--- src/rtl/memory_unit.sv ---
// Memory-stage pipeline register pair (M and W) with data-memory request/ready
// handshake; stalls upstream and inserts W-stage bubbles while an access waits.
module memory_unit #(
   parameter int unsigned MAX_WAIT = 8
) (
   input  logic        clk,
   input  logic        rst,
   input  logic [31:0] instr_in,
   input  logic [6:0]  opcode_in,
   input  logic        branch_in,
   input  logic        mem_ready,
   output logic        mem_req,
   output logic        mem_wr,
   output logic        stall_mem,
   output logic [3:0]  rn_memory,
   output logic [3:0]  rd_memory,
   output logic [6:0]  opcode_memory,
   output logic [1:0]  sel_w_addr1_memory,
   output logic [3:0]  rt_memory_wait,
   output logic [6:0]  opcode_memory_wait,
   output logic [31:0] instr_output,
   output logic        mem_timeout
);

   localparam logic [6:0]  NOP_OP    = 7'b0100000;
   localparam logic [31:0] NOP_INSTR = 32'h0;
   localparam int unsigned CNT_W     = $clog2(MAX_WAIT + 1);
   localparam logic [CNT_W-1:0] CNT_MAX = CNT_W'(MAX_WAIT);

   typedef enum logic {IDLE, BUSY} state_t;

   state_t           state_q, state_d;
   logic [31:0]      m_instr_q, m_instr_d;
   logic [6:0]       m_opcode_q, m_opcode_d;
   // Only rt of the wait-stage instruction is ever observed, so only it is kept.
   logic [3:0]       w_rt_q, w_rt_d;
   logic [6:0]       w_opcode_q, w_opcode_d;
   logic [CNT_W-1:0] wait_cnt_q, wait_cnt_d;
   logic             timeout_q, timeout_d;

   logic m_is_ldr, m_is_ldr_lit, m_is_str, m_mem_op, m_is_alu;

   always_comb begin
      m_is_ldr     = (m_opcode_q[6:4] == 3'b110);
      m_is_ldr_lit = (m_opcode_q[6:3] == 4'b1000);
      m_is_str     = (m_opcode_q[6:4] == 3'b111);
      m_mem_op     = m_is_ldr | m_is_ldr_lit | m_is_str;
      m_is_alu     = ~m_opcode_q[6] & (m_opcode_q != NOP_OP);

      mem_req   = m_mem_op;
      mem_wr    = m_is_str;
      stall_mem = m_mem_op & ~mem_ready;

      // instr[24] is P, instr[21] is W: post-indexed or write-back updates the base.
      sel_w_addr1_memory = 2'b00;
      if (m_mem_op && (!m_instr_q[24] || m_instr_q[21])) begin
         sel_w_addr1_memory = 2'b10;
      end else if (m_is_alu) begin
         sel_w_addr1_memory = 2'b01;
      end

      rn_memory          = m_instr_q[19:16];
      rd_memory          = m_instr_q[15:12];
      opcode_memory      = m_opcode_q;
      instr_output       = m_instr_q;
      rt_memory_wait     = w_rt_q;
      opcode_memory_wait = w_opcode_q;
      mem_timeout        = timeout_q;
   end

   always_comb begin
      state_d    = state_q;
      m_instr_d  = m_instr_q;
      m_opcode_d = m_opcode_q;
      w_rt_d     = w_rt_q;
      w_opcode_d = w_opcode_q;
      wait_cnt_d = wait_cnt_q;

      if (!stall_mem) begin
         m_instr_d  = branch_in ? NOP_INSTR : instr_in;
         m_opcode_d = branch_in ? NOP_OP : opcode_in;
         w_rt_d     = m_instr_q[15:12];
         w_opcode_d = m_opcode_q;
         wait_cnt_d = '0;
      end else begin
         w_rt_d     = NOP_INSTR[15:12];
         w_opcode_d = NOP_OP;
         if (wait_cnt_q != CNT_MAX) begin
            wait_cnt_d = wait_cnt_q + CNT_W'(1);
         end
      end

      timeout_d = timeout_q | (wait_cnt_d == CNT_MAX);

      case (state_q)
         IDLE:    if (stall_mem) state_d = BUSY;
         BUSY:    if (mem_ready) state_d = IDLE;
         default: state_d = IDLE;
      endcase
   end

   always_ff @(posedge clk) begin
      if (rst) begin
         state_q    <= IDLE;
         m_instr_q  <= NOP_INSTR;
         m_opcode_q <= NOP_OP;
         w_rt_q     <= '0;
         w_opcode_q <= NOP_OP;
         wait_cnt_q <= '0;
         timeout_q  <= 1'b0;
      end else begin
         state_q    <= state_d;
         m_instr_q  <= m_instr_d;
         m_opcode_q <= m_opcode_d;
         w_rt_q     <= w_rt_d;
         w_opcode_q <= w_opcode_d;
         wait_cnt_q <= wait_cnt_d;
         timeout_q  <= timeout_d;
      end
   end

endmodule

--- config.mk ---
export PLATFORM = sky130hd
export DESIGN_NAME = memory_unit
export DESIGN_NICKNAME = d
export VERILOG_FILES = /design/src/rtl/memory_unit.sv
export SDC_FILE = /design/constraint.sdc
export NUM_CORES = 1
export LEC_CHECK = 0
export CORE_ASPECT_RATIO = 0.6
export CORE_MARGIN = 2
export CORE_UTILIZATION = 34
export DETAILED_ROUTE_END_ITERATION = 7
export PLACE_DENSITY = 0.74
export SKIP_CTS_REPAIR_TIMING = 1
export SLEW_MARGIN = 20
export SYNTH_ARGS = -nofsm -noshare
export SYNTH_HDL_FRONTEND = slang
export SYNTH_SLANG_ARGS = --single-unit
export TNS_END_PERCENT = 10
--- constraint.sdc ---
create_clock -name clk -period 1.6 [get_ports clk]
set_clock_uncertainty 0.15 [all_clocks]
set_input_delay 0.32 -clock clk [delete_from_list [all_inputs] [get_ports clk]]
set_output_delay 0.32 -clock clk [all_outputs]
set_load 0.02 [all_outputs]
==> results.txt <==
- The run finished, with violations left.
- The checks that failed: negative setup slack.
- Yosys top cell by area: sky130_fd_sc_hd__dfxtp_1
* Max-cap violations: 0
- Dividing the final minimum period by the clock period gives 109%.
- Number of buffers added by the clock tree synthesis step: 5
* Bufs and invs on worst path: 3
- Summing the areas of all fa, ha and maj instances in the mapped netlist gives about 1.3% of the synthesized area.
* Number of global-route vias before repair: between 1,500 and 2,000
- The analysis attributes to cell leakage a power of 2.34 nW.
- After Yosys synthesis, XOR and XNOR cells account for less than 1% of the synthesized area.
- Required time reported for the critical path endpoint: ~1.1 ns
* Filler cell count: between 400 and 500
- Wirelength, routed: between 5000 and 6000 um
- Number of enable flip-flop cells after synthesis: 0
* Compound-gate portion of the synthesized area: 24.9%
* Placed inst area: approximately 0.0032 mm2
- Cell area after layout: about 0.0036 mm2
- Data arrival at the endpoint of the critical path: 1.28 ns
* CTS tree: done
- The floorplan step set the die height to 62.9 um.
- Overall power after layout: around 2.9 mW
- The most used flip-flop cell after synthesis is sky130_fd_sc_hd__dfxtp_1.
* Avg Vias per Cell: around 4.5
- The detailed router finished its first iteration with 36 violations.
- The H-tree was split into 2 levels.
- Post-DP HPWL: 3780 um
* Area of the core: around 0.0056 mm2
- Clock latency on the worst-skew pair, taken at its later pin, is 0.30 ns.
- The repair_antennas step left the layout with diodes totalling 0.
* CTS clock-pin slew for the worst setup and hold paths: ~0.11 ns
- Biggest fanout along the worst timing path: 4
- Setup slack on the critical path of the routed design comes to -0.152 ns.
- P&R area growth vs syn: 85.8%
- A synthesized cell averages 12.3 um2.
- Walking the worst path, the cells encountered are buf_6 > buf_6 > nor4b_4 > a21oi_1 > buf_4.
- In this run the tool buffered the top-level ports with 106 buffer cells.
- Antenna violations before repair: 0
- The worst setup path is of the reg -> out kind.
* CP max stage cell: sky130_fd_sc_hd__dfxtp_4
* Boundary Pins: around 110
- Worst-case headroom to the max-slew limit: slightly below 80%
* Share of layout cells above drive strength 1: between 30% and 40%
* Sink count of the clock tree: 55
- Number of nets produced by synthesis: between 200 and 250
- Crit path max-delay family: flip-flops
- Kind of end point of the critical path: output port
* Unique masters post-synth: 34
- Multiplexer fraction of the synthesized cell area: 0%
- By instance count, the cell type seen most on the critical path is sky130_fd_sc_hd__buf_6.
- The tree is rooted in a sky130_fd_sc_hd__clkbuf_8.
- The number of slew-limit violations in the final report was 0.
* Starting utilization of the core area: 35.2%
* Number of cells produced by synthesis: 160
* Number of nets with antenna violations after detailed routing: 0
- The synthesized design contains 55 register bits.
* Final Wtd Congestion: roughly 0.81
* Upper clock frequency limit: roughly 570 MHz
- Global routing consumed, over all layers together, between 10% and 20% of the routing resources.
- Final setup violation count: 5
- Final hold violation count: 0
* Row cnt: 21
- Async set or reset register ratio after synthesis: 0%
- By count the netlist is led by 55 x sky130_fd_sc_hd__dfxtp_1, 33 x sky130_fd_sc_hd__a22o_2, 11 x sky130_fd_sc_hd__and2_1, 9 x sky130_fd_sc_hd__buf_4.
- Entering global routing, the biggest net connects 23 pins.
* Fraction of synthesized cell area taken by the top area cell type: ~56%
- VDD IR max: 0.395 mV
* TritonRoute pass-1 iters: 4
- Setup repair after global routing missed its margin: yes
- # DRC: 0
- Synth warnings: 0
* Power per Cell Area: 808 mW/mm2
- Launching element type of the critical path: flip-flop
- Counting I/O delays and the setup requirement, the final critical path takes ~1.8 ns.
- Average wire per cell in the routed design: between 10 and 15 um
- Total via count in the routed design: approximately 1,600
- Main combinational cell family by area after synthesis: compound AO/OA/AOI/OAI gates
- Longest Clk Path Bufs: 2
* X dimension of the die: roughly 100 um
- Summing the areas of all and, or, nand and nor instances in the mapped netlist gives under 10% of the synthesized area.
- The first global-routing pass estimated ~7600 um of wire.
* Fin nets: roughly 330
- GR Overflow Total: 0
* Hold Crit Class: reg -> reg
* Die Outline Area: about 0.0064 mm2
* Post-Syn Area: roughly 0.0020 mm2
- Synth top area cells: sky130_fd_sc_hd__dfxtp_1 56%, sky130_fd_sc_hd__a22o_2 17%, sky130_fd_sc_hd__and2_1 3.5%, sky130_fd_sc_hd__buf_4 3.4%, sky130_fd_sc_hd__buf_6 2.3%
* Top-count cell post-synth: sky130_fd_sc_hd__dfxtp_1
* Pin slew with the least headroom to its limit: around 0.33 ns
* Proportion of synthesized chip area in sequential cells: between 50 and 60%
* Delay of the slowest cell on the worst path: ~0.37 ns
-- through the flow --
| step | setup TNS (ns) | setup WS, ns | hold slack [ns] | instances | util [%] |
|---|---|---|---|---|---|
| after floorplan | 0 | 0.0165 | 0.270 | 160 | - |
| after global placement | -15.76 | -0.485 | 0.309 | 354 | 58.3 |
| after detailed placement | -15.48 | -0.500 | 0.310 | 354 | 58.3 |
| after CTS | -13.02 | -0.646 | 0.341 | 362 | 60.5 |
| after global routing | -1.88 | -0.205 | 0.344 | 365 | 65.5 |
| final | -0.452 | -0.152 | 0.333 | 365 | 65.5 |
-- worst register-to-register path, stage by stage (launching register included) --
cell and delay [ns]:
sky130_fd_sc_hd__dfxtp_4 0.38, sky130_fd_sc_hd__buf_6 0.12, sky130_fd_sc_hd__o21ba_4 0.23, sky130_fd_sc_hd__buf_6 0.12, sky130_fd_sc_hd__or3_1 0.35, sky130_fd_sc_hd__o41ai_2 0.21
-- cells by family (layout without fill, tap and decap cells) --
kind of cell | count (synthesis) | after routing
DFF | 55 | 55
AOI/OAI and AO/OA | 50 | 50
and+or+nand+nor | 31 | 31
buffers and inverters | 20 | 145
adders and majority gates | 2 | 2
xor gates and xnor gates | 2 | 2
-- area by class of cell --
class | instances | area, um2 | share of cell area [%]
clock buffers | 6 | 82.6 | 2.26
clock inverters | 2 | 38.8 | 1.06
inverters | 4 | 15.0 | 0.412
multi-input cells | 85 | 806 | 22.1
flip-flops and latches | 55 | 1120 | 30.6
well taps | 80 | 100 | 2.74
repair buffers | 133 | 1490 | 40.8
-- path summary, 6_finish.rpt --
| kind | slack (ns) | from | end | cells after the start |
|---|---|---|---|---|
| worst max-delay path | -0.15 | opcode_memory[5] | sel_w_addr1_memory[0] | 5 |
| worst min-delay path | 0.33 | instr_output[0] | instr_output[0] | 1 |
| worst max register to register | -0.04 | opcode_memory[4] | mem_timeout | 5 |
| worst min register to register | 0.33 | instr_output[0] | instr_output[0] | 1 |
-- report_power, final --
group | switching (mW) | internal (mW) | total [mW]
clock network | 0.462 | 0.516 | 0.978
registers | 0.0370 | 1.42 | 1.46
logic | 0.207 | 0.308 | 0.514
total | 0.706 | 2.24 | 2.95
-- routing by layer --
metal	global-route usage (%)	part of all wire, %	vias to the layer above
met5	0	0	-
met4	3.50	0.68	0
met3	7.05	9.6	5
met2	22.1	42	65
met1	20.6	47	758
li1	-	-	808
-- cell usage in the layout, fill, tap and decap left out, types with 2 or more instances in the layout --
master                            count
sky130_fd_sc_hd__inv_1                4
sky130_fd_sc_hd__dlymetal6s2s_1      60
sky130_fd_sc_hd__clkdlybuf4s50_1     41
sky130_fd_sc_hd__buf_4               18
sky130_fd_sc_hd__ha_1                 2
sky130_fd_sc_hd__buf_6               10
sky130_fd_sc_hd__dfxtp_1             51
sky130_fd_sc_hd__a21oi_1              4
sky130_fd_sc_hd__nand3_1              2
sky130_fd_sc_hd__a22o_2              30
sky130_fd_sc_hd__clkbuf_8             6
sky130_fd_sc_hd__nand2b_1             2
sky130_fd_sc_hd__nor2_1               3
sky130_fd_sc_hd__buf_12               4
sky130_fd_sc_hd__a22o_4               3
sky130_fd_sc_hd__dfxtp_4              4
sky130_fd_sc_hd__and2_1              11
sky130_fd_sc_hd__a22o_1               4
-- registers in the layout, summed over array words and instances, names as in the netlist --
name                cells
instr_output           32
opcode_memory           7
opcode_memory_wait      7
rt_memory_wait          4
wait_cnt_q              4
mem_timeout             1
(Power assumes the default switching activity.)
